`config.mk`:
```
export PLATFORM = sky130hd
export DESIGN_NAME = prog_sequencer_flat
export DESIGN_NICKNAME = d
export VERILOG_FILES = /design/src/rtl/prog_sequencer_if.sv /design/src/rtl/prog_sequencer.sv /design/src/flat_wrapper.sv
export SDC_FILE = /design/constraint.sdc
export NUM_CORES = 1
export LEC_CHECK = 0
export BUFFER_PORTS_ARGS = -buffer_cell sky130_fd_sc_hd__buf_2
export CORE_MARGIN = 5
export CORE_UTILIZATION = 50
export CTS_BUF_LIST = sky130_fd_sc_hd__clkbuf_8 sky130_fd_sc_hd__clkbuf_16
export CTS_CLUSTER_DIAMETER = 200
export CTS_CLUSTER_SIZE = 24
export DETAILED_ROUTE_END_ITERATION = 8
export GPL_TIMING_DRIVEN = 0
export PLACE_DENSITY = 0.66
export SLEW_MARGIN = 40
export SYNTH_ARGS = -nofsm -noshare
export SYNTH_HDL_FRONTEND = slang
export SYNTH_SLANG_ARGS = --single-unit
```
`constraint.sdc`:
```
create_clock -name Clk -period 2.9 [get_ports Clk]
set_clock_uncertainty 0.1 [all_clocks]
set_input_delay 0.145 -clock Clk [delete_from_list [all_inputs] [get_ports Clk]]
set_output_delay 0.145 -clock Clk [all_outputs]
set_load 0.05 [all_outputs]
```
`src/rtl/prog_sequencer_if.sv`:
```
`default_nettype none
// +----------------------------------------------------------------------------+
// | prog_sequencer_if : branch-request, jump-table write and status bundle      |
// | Revision: 1.0                                                               |
// +----------------------------------------------------------------------------+
interface prog_sequencer_if #(
  parameter int PC_W    = 6,
  parameter int PTR_W   = 3,
  parameter int OFF_W   = 5,
  parameter int STACK_D = 4
);
  localparam int C_DEPTH_W = $clog2(STACK_D + 1);

  logic                 stall;
  logic                 Jen;
  logic [1:0]           Jmode;
  logic [PTR_W-1:0]     Jptr;
  logic [OFF_W-1:0]     Joff;
  logic                 lut_we;
  logic [PTR_W-1:0]     lut_waddr;
  logic [PC_W-1:0]      lut_wdata;
  logic [PC_W-1:0]      PC;
  logic                 Done;
  logic                 stack_err;
  logic [C_DEPTH_W-1:0] depth;

  modport master (
    output stall, Jen, Jmode, Jptr, Joff, lut_we, lut_waddr, lut_wdata,
    input  PC, Done, stack_err, depth
  );

  modport slave (
    input  stall, Jen, Jmode, Jptr, Joff, lut_we, lut_waddr, lut_wdata,
    output PC, Done, stack_err, depth
  );
endinterface
`default_nettype wire

```
`src/rtl/prog_sequencer.sv`:
```
`default_nettype none
// +----------------------------------------------------------------------------+
// | prog_sequencer : program counter with jump table, call stack and halt      |
// | Revision: 1.0                                                               |
// +----------------------------------------------------------------------------+
module prog_sequencer #(
  parameter int PC_W      = 6,
  parameter int PTR_W     = 3,
  parameter int OFF_W     = 5,
  parameter int STACK_D   = 4,
  parameter int HALT_ADDR = 43
) (
  input wire              Clk,
  input wire              start,
  prog_sequencer_if.slave bus
);
  localparam int c_DEPTH_W = $clog2(STACK_D + 1);
  localparam int c_SIDX_W  = (STACK_D > 1) ? $clog2(STACK_D) : 1;
  localparam int c_LUT_N   = 2 ** PTR_W;

  localparam logic [PC_W-1:0]      c_HALT     = PC_W'(HALT_ADDR);
  localparam logic [c_DEPTH_W-1:0] c_FULL     = c_DEPTH_W'(STACK_D);
  localparam logic [1:0]           c_JM_ABS   = 2'b00;
  localparam logic [1:0]           c_JM_REL   = 2'b01;
  localparam logic [1:0]           c_JM_CALL  = 2'b10;

  typedef enum logic [1:0] {
    S_RUN   = 2'd0,
    S_HALT  = 2'd1,
    S_FAULT = 2'd2
  } state_t;

  state_t                r_state, w_state_nxt;
  logic [PC_W-1:0]       r_pc, w_pc_nxt;
  logic [c_DEPTH_W-1:0]  r_depth, w_depth_nxt;
  logic                  r_done, w_done_nxt;
  logic                  r_err, w_err_nxt;
  logic                  w_push;

  logic [PC_W-1:0]       r_lut   [c_LUT_N];
  logic [PC_W-1:0]       r_stack [STACK_D];

  logic [PC_W-1:0]       w_off_ext;
  logic [PC_W-1:0]       w_pc_inc;
  logic [PC_W-1:0]       w_lut_rd;
  logic [PC_W-1:0]       w_stack_top;
  logic [c_DEPTH_W-1:0]  w_depth_dec;
  logic [c_SIDX_W-1:0]   w_push_idx;
  logic [c_SIDX_W-1:0]   w_top_idx;

  generate
    if (OFF_W >= PC_W) begin : g_off_trunc
      assign w_off_ext = bus.Joff[PC_W-1:0];
    end else begin : g_off_sext
      assign w_off_ext = {{(PC_W - OFF_W){bus.Joff[OFF_W-1]}}, bus.Joff};
    end
  endgenerate

  assign w_pc_inc    = r_pc + PC_W'(1);
  assign w_lut_rd    = r_lut[bus.Jptr];
  assign w_depth_dec = r_depth - c_DEPTH_W'(1);
  // Push slot is the current depth, top of stack sits one below it.
  assign w_push_idx  = r_depth[c_SIDX_W-1:0];
  assign w_top_idx   = w_depth_dec[c_SIDX_W-1:0];
  assign w_stack_top = r_stack[w_top_idx];

  always_ff @(posedge Clk or posedge start) begin
    if (start) begin
      for (int i = 0; i < c_LUT_N; i++) begin
        r_lut[i] <= '0;
      end
    end else if (bus.lut_we) begin
      r_lut[bus.lut_waddr] <= bus.lut_wdata;
    end
  end

  // Entries above depth are never read, so the storage needs no reset.
  always_ff @(posedge Clk) begin
    if (w_push) begin
      r_stack[w_push_idx] <= w_pc_inc;
    end
  end

  always_ff @(posedge Clk or posedge start) begin
    if (start) begin
      r_state <= S_RUN;
      r_pc    <= '0;
      r_depth <= '0;
      r_done  <= 1'b0;
      r_err   <= 1'b0;
    end else begin
      r_state <= w_state_nxt;
      r_pc    <= w_pc_nxt;
      r_depth <= w_depth_nxt;
      r_done  <= w_done_nxt;
      r_err   <= w_err_nxt;
    end
  end

  always_comb begin
    w_state_nxt = r_state;
    w_pc_nxt    = r_pc;
    w_depth_nxt = r_depth;
    w_done_nxt  = r_done;
    w_err_nxt   = r_err;
    w_push      = 1'b0;
    case (r_state)
      S_RUN: begin
        if (!bus.stall) begin
          if (r_pc == c_HALT) begin
            w_state_nxt = S_HALT;
            w_done_nxt  = 1'b1;
          end else if (!bus.Jen) begin
            w_pc_nxt = w_pc_inc;
          end else begin
            case (bus.Jmode)
              c_JM_ABS: w_pc_nxt = w_lut_rd;
              c_JM_REL: w_pc_nxt = r_pc + w_off_ext;
              c_JM_CALL: begin
                if (r_depth == c_FULL) begin
                  w_state_nxt = S_FAULT;
                  w_err_nxt   = 1'b1;
                end else begin
                  w_push      = 1'b1;
                  w_pc_nxt    = w_lut_rd;
                  w_depth_nxt = r_depth + c_DEPTH_W'(1);
                end
              end
              default: begin
                if (r_depth == '0) begin
                  w_state_nxt = S_FAULT;
                  w_err_nxt   = 1'b1;
                end else begin
                  w_pc_nxt    = w_stack_top;
                  w_depth_nxt = w_depth_dec;
                end
              end
            endcase
          end
        end
      end
      S_HALT, S_FAULT: begin
      end
      default: begin
        w_state_nxt = S_FAULT;
        w_err_nxt   = 1'b1;
      end
    endcase
  end

  assign bus.PC        = r_pc;
  assign bus.Done      = r_done;
  assign bus.stack_err = r_err;
  assign bus.depth     = r_depth;

endmodule
`default_nettype wire

```
`src/flat_wrapper.sv`:
```
// flat-port wrapper written by rule: the top's interface ports become plain ports
module prog_sequencer_flat 
#(
  parameter int PC_W      = 6,
  parameter int PTR_W     = 3,
  parameter int OFF_W     = 5,
  parameter int STACK_D   = 4,
  parameter int HALT_ADDR = 43
)
  (Clk, start, bus_stall, bus_Jen, bus_Jmode, bus_Jptr, bus_Joff, bus_lut_we, bus_lut_waddr, bus_lut_wdata, bus_PC, bus_Done, bus_stack_err, bus_depth);
  prog_sequencer_if #(.PC_W(PC_W), .PTR_W(PTR_W), .OFF_W(OFF_W), .STACK_D(STACK_D)) bus_i ();
  input wire Clk;
  input wire start;
  input wire logic [$bits(bus_i.stall)-1:0] bus_stall;
  input wire logic [$bits(bus_i.Jen)-1:0] bus_Jen;
  input wire logic [$bits(bus_i.Jmode)-1:0] bus_Jmode;
  input wire logic [$bits(bus_i.Jptr)-1:0] bus_Jptr;
  input wire logic [$bits(bus_i.Joff)-1:0] bus_Joff;
  input wire logic [$bits(bus_i.lut_we)-1:0] bus_lut_we;
  input wire logic [$bits(bus_i.lut_waddr)-1:0] bus_lut_waddr;
  input wire logic [$bits(bus_i.lut_wdata)-1:0] bus_lut_wdata;
  output wire logic [$bits(bus_i.PC)-1:0] bus_PC;
  output wire logic [$bits(bus_i.Done)-1:0] bus_Done;
  output wire logic [$bits(bus_i.stack_err)-1:0] bus_stack_err;
  output wire logic [$bits(bus_i.depth)-1:0] bus_depth;
  assign bus_i.stall = bus_stall;
  assign bus_i.Jen = bus_Jen;
  assign bus_i.Jmode = bus_Jmode;
  assign bus_i.Jptr = bus_Jptr;
  assign bus_i.Joff = bus_Joff;
  assign bus_i.lut_we = bus_lut_we;
  assign bus_i.lut_waddr = bus_lut_waddr;
  assign bus_i.lut_wdata = bus_lut_wdata;
  assign bus_PC = bus_i.PC;
  assign bus_Done = bus_i.Done;
  assign bus_stack_err = bus_i.stack_err;
  assign bus_depth = bus_i.depth;
  prog_sequencer #(.PC_W(PC_W), .PTR_W(PTR_W), .OFF_W(OFF_W), .STACK_D(STACK_D), .HALT_ADDR(HALT_ADDR)) u_core (.Clk(Clk), .start(start), .bus(bus_i));
endmodule
```
Yosys cells after proc, flatten, opt, wreduce, memory -nomap -nowiden
Memory sizes are Yosys's and may differ from the RTL's.
Cells that the tools add are included.
W data, S select, Z words.

operators by class
  divide/modulo/power cells = 0
  add/subtract/negate cells = 4
  $lt $le $gt $ge = 3
  shift operators = 0
  reductions and logical operators = 11
  bitwise gates (word level) = 6
  muxes and demuxes = 35
  eq/ne operators = 20
  multiply operators = 0

operators by type and width
  operator               count
  $bwmux W48             1
  $mux W6                6
  $bmux W6 S3            1
  $demux W6 S3           1
  $pmux W6 S3            1
  $reduce_and A7 Y1      2
  $mux W1                13
  $ne A2 B2 Y1 const B   6
  $mux W2                5
  $ne A3 B2 Y1 const B   3
  $ge A4 B4 Y1 const B   2
  $not A3 Y4             2
  $pmux W2 S2            2
  $add A6 B1 Y6 const B  1
  $add A6 B6 Y6          1
  $eq A6 B6 Y1 const B   1
  $mux W3                2
  $pmux W3 S2            1
  $reduce_and A6 Y1      1
  $ne A5 B5 Y1 const B   1
  $reduce_and A5 Y1      1
  $eq A2 B1 Y1 const B   2
  $eq A2 B2 Y1 const B   2
  $logic_not A2 Y1       2
  other kinds (14)       19

word-level totals
  output and inout port bits = 11
  logic and storage cells = 93
  latch bits = 0
  memories kept = 1
  bits in writable memories = 24
  input bits = 24
  flip-flop bits (word level) = 61
  memory bits (read-only) = 0

memory list
  name            depth  width  read ports  clocked after memory_dff  write ports  line                  source
  u_core.r_stack  4      6      1           0                         1            prog_sequencer.sv:41  logic [PC_W-1:0] r_stack [STACK_D];

Logic depth before layout (Yosys ltp)
Gate-level depths: netlist (run 1).

  depth in word-level cells = 9
  depth in mapped cells = 9
  depth with buffers taken out = 7

Least setup slack after synthesis (run 1)
Ideal clock, no wire load.

  path kind = reg2reg
  start = reg u_core.r_depth[0], in the netlist u_core.bus.depth[0]
  end = reg u_core.r_pc[2], in the netlist u_core.bus.PC[2]
  arrival time = 2.297 ns
  cell stages (with the launch flop) = 10
  clock period less this slack = 2.490 ns
  slack = 0.410 ns
  library setup time = 0.094 ns
  data required time = 2.706 ns
  buffers on the path = 2
  cell sequence = dfrtp_1 > buf_4 > inv_1 > ha_1 > clkbuf_2 > mux4_2 > nor2_1 > or3_1 > o2111a_1 > a221oi_2

between the ends
  word-level cells in the longest chain between the ends = 5
  elaborated cells between the ends (all ways) = 10
  those cells by class = add/sub (1); eq/ne (3); mux (3); reduce/logical (2); memory (1)

RTL lines
  element                          line                   source
  start, declared                  prog_sequencer.sv:35   logic [c_DEPTH_W-1:0] r_depth, w_depth_nxt;
  start signal, assigned           prog_sequencer.sv:94   r_depth <= w_depth_nxt;
  $sub A3 B1 Y3                    prog_sequencer.sv:61   assign w_depth_dec = r_depth - c_DEPTH_W'(1);
  named net u_core.w_depth_dec[0]  prog_sequencer.sv:47   logic [c_DEPTH_W-1:0] w_depth_dec;
  $mem_v2 Z4 W6                    -
  $mux W6                          prog_sequencer.sv:130  if (r_depth == '0) begin
  $pmux W6 S3                      prog_sequencer.sv:116  case (bus.Jmode)
  $mux W6                          prog_sequencer.sv:113  end else if (!bus.Jen) begin
  end signal, assigned             prog_sequencer.sv:93   r_pc <= w_pc_nxt;
  end, declared                    prog_sequencer.sv:34   logic [PC_W-1:0] r_pc, w_pc_nxt;

The timed path passes the listed nets, and every way through them passes these cells. The select of a mux whose other input is x is not followed.
A chain may end at the register's enable or synchronous reset.

Final worst setup path (run 1)
Ends and elaborated chain as after synthesis.

==> results.sh, run 1 <==
export IMPL_setup_tns_ps=0
export IMPL_yosys_warnings=0
export IMPL_max_stage_delay_ps=400
export IMPL_cpMaxStageDelayCell="dfrtp_1"
export IMPL_worstPathArrival_ps=2520
export IMPL_fin_cells=468
export IMPL_ys_types=57
export IMPL_drv_slew=0
export IMPL_die_height_microns=104
export IMPL_r2r_start="u_core.bus.depth[0]$_DFFE_PP0P_"
export IMPL_synth_edf_count=24
export IMPL_hold_path_end="u_core.r_lut[29]$_DFFE_PP0P_"
export IMPL_async_flop_share_pct=71.8
export IMPL_gr_total_overflow=0
export IMPL_wl_per_cell_microns=18.8
export IMPL_antenna_found_initial=0
export IMPL_clkPwrFrac_pct=35.3
export IMPL_timing_final_hold_violations=0
export IMPL_cts_hold_fix_buffers=1
export IMPL_reg2reg_to="u_core.bus.PC[2]$_DFFE_PP0P_"
export IMPL_postCtsSetupRepairBufs=0
export IMPL_status="finished, final reports clean"
export IMPL_routed_wl_mm=8.78
export IMPL_post_route_cells_drive_above_1_share_pct=34.7
export IMPL_setup_viol=0
export IMPL_p_int_mw=2.16
export IMPL_power_density_nw_per_um2=566
export IMPL_n_antenna_cell=0
export IMPL_power_mw=2.81
export IMPL_startpoint="u_core.bus.depth[0]$_DFFE_PP0P_"
export IMPL_area_growth_pct=12.4
export IMPL_row_count=34
export IMPL_hp_class="input pin to flop"
export IMPL_yosysTopAreaCell="dfrtp_1"
export IMPL_grt_total_usage_pct=17.3
export IMPL_cts_root_buf="clkbuf_8"
export IMPL_path_max_fanout=8
export IMPL_synth_cells=314
export IMPL_yosysSeqAreaShare_pct=50.8
export IMPL_ys_ff_latch=85
export IMPL_ys_flop_type="dfrtp_1"
export IMPL_final_cell_mix="61 x dfrtp_1, 48 x mux2_2, 31 x buf_2, 24 x edfxtp_1, 16 x ha_1"
export IMPL_clk_latency_ps=350
export IMPL_hold_path_depth=2
export IMPL_place_area_sq_um=4720
export IMPL_vias=2651
export IMPL_multi_input_area_sq_um=2040
export IMPL_fin_crit_sh_pct=81.4
export IMPL_cts_num_sinks=85
export IMPL_num_io_pins=35
export IMPL_htreeDepth=3
export IMPL_leakagePower_nw=2.08
export IMPL_seqPwrFrac_pct=51.0
export IMPL_cts_buffer_depth=2
export IMPL_mostFrequentLayoutCell="dfrtp_1"
export IMPL_clk_pin_slew_ps=90
export IMPL_relSlewSlack_pct=54.7
export IMPL_hold_start="bus_lut_wdata[5]"
export IMPL_grt_pass1_wl_mm=14.8
export IMPL_swShare_pct=23.1
export IMPL_nNetsFinal=396
export IMPL_initial_core_util_pct=51.0
export IMPL_placedCellCount=451
export IMPL_rrSetupSlack_ps=540
export IMPL_core_area_sq_um=8680
export IMPL_start_kind="flop"
export IMPL_drc=0
export IMPL_cts_tree="yes"
export IMPL_detailed_place_hpwl_mm=6.22
export IMPL_dieArea_sq_um=10800
export IMPL_comb_power_share_pct=13.7
export IMPL_switchingPower_mw=0.651
export IMPL_crit_required_ps=3060
export IMPL_rsz0062_at_grt="no"
export IMPL_io_buffers=28
export IMPL_dr_pass1_iters=4
export IMPL_syn_area_sq_um=4420
export IMPL_endpoint_kind="flop"
export IMPL_viasPerCell=5.66
export IMPL_grt_max_degree=39
export IMPL_cts_resized=0
export IMPL_worstPathCellList="buf_4 > inv_1 > ha_1 > clkbuf_2 > mux4_2 > nor2_1 > or3_1 > o2111a_1 > a221oi_2"
export IMPL_seqCellArea_sq_um=2250
export IMPL_syn_num_nets=355
export IMPL_final_area_sq_um=4970
export IMPL_fillCellCount=739
export IMPL_max_clock_freq_ghz=0.424
export IMPL_synthTopCellsByArea="dfrtp_1 35%, edfxtp_1 16%, mux2_2 12%"
export IMPL_die_w_microns=104
export IMPL_globalplace_congestion=0.833
export IMPL_syn_avg_cell_area_sq_um=14.1
export IMPL_grt_pass1_vias=2882
export IMPL_ant_nets=0
export IMPL_worst_slew_pin_slew_ps=677
export IMPL_drtIter0Drc=51
export IMPL_worstPathBufferInverterCount=3
export IMPL_worstRegToRegCells=9
export IMPL_maxCapViolCount=0
export IMPL_cpLargestDelayFamily="buffers and inverters"
export IMPL_vdd_drop_max_v=0.000393
export IMPL_yosysTopAreaCellShare_pct=34.5
export IMPL_critical_path_class="flop to flop"
export IMPL_fin_crit_ps=2360
export IMPL_cts_buffers=9
[cell usage after synthesis, drive strengths merged (2+ instances only)]
cell      n
dfrtp    61
mux2     48
edfxtp   24
mux4     18
ha       16
nor2     14
a21oi    12
nand2    12
inv      11
buf       8
xnor2     8
clkbuf    7
mux2i     7
o21ai     6
a21o      5
and2      5
o211ai    4
xor2      4
a22o      3
nand3     3
nand4     3
nand4b    3
nor3b     3
nand2b    2
nand4bb   2
nor3      2
or3       2
[layer usage]
metal	share of wire (%)	track usage, %	up-vias
li1	-	-	1260
met1	44	21.9	1335
met2	52	29.6	46
met3	3.6	4.16	10
met4	1.2	4.53	0
met5	0	0	-
[final cells by class]
class | count | share of cell area, %
clock buffers | 11 | 3.27
inverters | 11 | 0.881
multi-input cells | 203 | 41.0
flip-flops and latches | 85 | 45.2
plain buffers | 15 | 1.91
repair buffers | 30 | 3.42
clock inverters | 5 | 1.58
well taps | 108 | 2.72
[registers in the layout, summed over array words and instances (netlist names)]
name and cells:
u_core.r_lut 48, u_core.r_stack 24, u_core.bus.PC 6, u_core.bus.depth 3, u_core.r_state 2, u_core.bus.Done 1
u_core.bus.stack_err 1
[power groups by stage]
stage	clock network (mW)	registers (mW)	logic (mW)
after detailed placement	0	1.46	0.388
after CTS	1.02	1.44	0.389
final	0.994	1.44	0.385
after global placement	0	1.45	0.370
after floorplan	0	1.44	0.304
after global routing	1.07	1.45	0.425
[worst max-delay path by stage]
stage | end | slack (ps) | cells past startpoint
final | u_core.bus.PC[2]$_DFFE_PP0P_ | 540 | 9
after CTS | u_core.bus.PC[2]$_DFFE_PP0P_ | 470 | 9
after floorplan | u_core.bus.PC[2]$_DFFE_PP0P_ | 410 | 9
after global placement | u_core.r_lut[0]$_DFFE_PP0P_ | 360 | 2
after detailed placement | u_core.bus.PC[2]$_DFFE_PP0P_ | 500 | 9
after global routing | u_core.bus.PC[2]$_DFFE_PP0P_ | 350 | 9
[through the flow]
stage	hold WS, ps	utilization, %	setup slack [ps]
2_1_floorplan	196	-	410
3_3_place_gp	343	54.2	362
3_5_place_dp	36.0	54.4	499
4_1_cts	5.27	57.3	475
5_1_grt	8.80	57.3	350
6_report	25.4	57.3	540
[cells by family after synthesis]
kind of cell,count (synthesis),share of synthesized area [%]
flip-flops,85,50.8
AO/OA/AOI/OAI,44,7.30
multiplexers,73,23.5
buffers and inverters,26,3.08
AND/OR/NAND/NOR,57,8.00
XOR/XNOR,12,2.38
adder cells (fa/ha/maj),17,4.98
Note: power is estimated with default switching activity, not from simulation.
==> inputs of run 2 (changes only) <==
--- a/config.mk
+++ b/config.mk
@@ -13,7 +13,7 @@
 export CTS_CLUSTER_SIZE = 24
 export DETAILED_ROUTE_END_ITERATION = 8
 export GPL_TIMING_DRIVEN = 0
-export PLACE_DENSITY = 0.66
+export PLACE_DENSITY = 0.69
 export SLEW_MARGIN = 40
 export SYNTH_ARGS = -nofsm -noshare
 export SYNTH_HDL_FRONTEND = slang
==> constraint.sdc (replaced) <==
create_clock -name Clk -period 2.1 [get_ports Clk]
set_clock_uncertainty 0.1 [all_clocks]
set_input_delay 0.105 -clock Clk [delete_from_list [all_inputs] [get_ports Clk]]
set_output_delay 0.105 -clock Clk [all_outputs]
set_load 0.05 [all_outputs]
==> results.sh, run 2 (synthesized netlist as in run 1, its figures left out) <==
export IMPL_cts_buffers=9
export IMPL_setup_tns_ps=0
export IMPL_cts_tree="yes"
export IMPL_routed_wl_mm=8.97
export IMPL_cpLargestDelayFamily="simple AND/OR/NAND/NOR gates"
export IMPL_path_max_fanout=10
export IMPL_area_growth_pct=15.0
export IMPL_dieArea_sq_um=10800
export IMPL_row_count=34
export IMPL_drc=0
export IMPL_crit_top_cell="buf_6"
export IMPL_grt_pass1_wl_mm=15.1
export IMPL_place_area_sq_um=4760
export IMPL_ant_nets=0
export IMPL_fillCellCount=706
export IMPL_multi_input_area_sq_um=2080
export IMPL_n_antenna_cell=0
export IMPL_seqCellArea_sq_um=2250
export IMPL_timing_final_hold_violations=0
export IMPL_die_height_microns=104
export IMPL_cts_num_sinks=85
export IMPL_status="finished, final reports clean"
export IMPL_hp_class="input pin to async pin"
export IMPL_critical_path_class="flop to flop"
export IMPL_maxCapViolCount=0
export IMPL_endpoint_kind="flop"
export IMPL_grt_pass1_vias=2859
export IMPL_grt_total_usage_pct=17.6
export IMPL_globalplace_congestion=0.832
export IMPL_largest_register="u_core.r_lut"
export IMPL_drv_slew=0
export IMPL_die_w_microns=104
export IMPL_grt_max_degree=44
export IMPL_leakagePower_nw=2.11
export IMPL_worstPathArrival_ps=2190
export IMPL_crit_required_ps=2260
export IMPL_antenna_found_initial=0
export IMPL_gr_total_overflow=0
export IMPL_num_io_pins=35
export IMPL_drtIter0Drc=87
export IMPL_clk_latency_ps=360
export IMPL_nNetsFinal=406
export IMPL_initial_core_util_pct=51.0
export IMPL_clk_pin_slew_ps=90
export IMPL_fin_crit_ps=2020
export IMPL_fin_crit_sh_pct=96.3
export IMPL_io_buffers=28
export IMPL_largest_reg_flops=48
export IMPL_core_area_sq_um=8680
export IMPL_rsz0062_at_grt="yes"
export IMPL_detailed_place_hpwl_mm=6.29
export IMPL_post_route_cells_drive_above_1_share_pct=38.9
export IMPL_mostFrequentLayoutCell="dfrtp_1"
export IMPL_whs_ps=127
export IMPL_start_kind="flop"
export IMPL_power_mw=3.72
export IMPL_max_clock_freq_ghz=0.495
export IMPL_final_cell_mix="57 x dfrtp_1, 48 x mux2_2, 31 x buf_2, 24 x edfxtp_1, 14 x ha_1"
export IMPL_wl_per_cell_microns=18.8
export IMPL_viasPerCell=5.69
export IMPL_cpMaxStageDelayCell="dfrtp_2"
export IMPL_power_density_nw_per_um2=732
export IMPL_relSlewSlack_pct=49.4
export IMPL_worstPathCellList="ha_2 > and4bb_1 > and2_4 > buf_6 > nor2_8 > buf_6 > o21ai_1 > a221oi_2"
export IMPL_cts_root_buf="clkbuf_8"
export IMPL_max_stage_delay_ps=450
export IMPL_worst_slew_pin_slew_ps=755
export IMPL_final_area_sq_um=5090
export IMPL_worstPathBufferInverterCount=2
export IMPL_dr_pass1_iters=4
export IMPL_setup_viol=0
export IMPL_vias=2719
export IMPL_cts_buffer_depth=2
export IMPL_vdd_drop_max_v=0.000438
export IMPL_htreeDepth=3
-- run 2: path summary, 6_finish.rpt --
check | slack, ps | start | cells past startpoint | to
setup / recovery | 80 | u_core.bus.PC[0]$_DFFE_PP0P_ | 8 | u_core.bus.PC[2]$_DFFE_PP0P_
hold / removal | 130 | start | 3 | u_core.r_lut[21]$_DFFE_PP0P_
setup reg to reg | 80 | u_core.bus.PC[0]$_DFFE_PP0P_ | 8 | u_core.bus.PC[2]$_DFFE_PP0P_
hold reg to reg | 360 | u_core.bus.Done$_DFFE_PP0P_ | 1 | u_core.bus.Done$_DFFE_PP0P_
max in group asynchronous | 1260 | start | 4 | u_core.bus.PC[0]$_DFFE_PP0P_
min in group Clk | 160 | bus_Jen | 4 | u_core.bus.PC[1]$_DFFE_PP0P_
-- run 2: through the flow --
| stage | worst slack [ps] | std cells | util [%] |
|---|---|---|---|
| finish | 78.2 | 478 | 58.6 |
| global route | -10.1 | 478 | 58.6 |
| CTS | 5.32 | 476 | 58.5 |
| detailed placement | -155 | 451 | 54.9 |
| global placement | -579 | 450 | 54.6 |
| floorplan | -35.0 | 314 | - |
-- run 2: worst reg2reg max path, stage by stage (launching register included) --
cell and delay, ps:
dfrtp_2 450, ha_2 240, and4bb_1 250, and2_4 160
buf_6 130, nor2_8 110, buf_6 150, o21ai_1 80
a221oi_2 260
-- run 2: layout make-up --
class                           count  area share, %
Sequential cell                    85           44.3
Multi-Input combinational cell    203           40.8
Timing Repair Buffer               41           5.26
Tap cell                          108           2.66
Clock buffer                        9           2.43
Buffer                             14           2.02
Clock inverter                      7           1.60
Inverter                           11          0.959
-- run 2: repair_timing --
item                                    in CTS  in global routing
pin swaps                                    0                  1
buffers inserted                             2                  3
resized for setup                           11                  2
endpoints found under the setup margin      26                  7
hold endpoints to repair                   109                  0
hold buffers                                 7                  0
-- run 2: routing by layer --
metal	vias up	GRT usage, %	part of all wire (%)
li1	1289	-	-
met1	1375	25.4	48
met2	47	26.2	46
met5	-	0	0
met4	0	4.72	0.90
met3	8	4.97	4.8
-- run 2: report_power, final --
| part | switching, mW | internal, mW |
|---|---|---|
| registers | 0.0872 | 1.89 |
| clock network | 0.637 | 0.569 |
| logic | 0.212 | 0.325 |
| total | 0.936 | 2.79 |
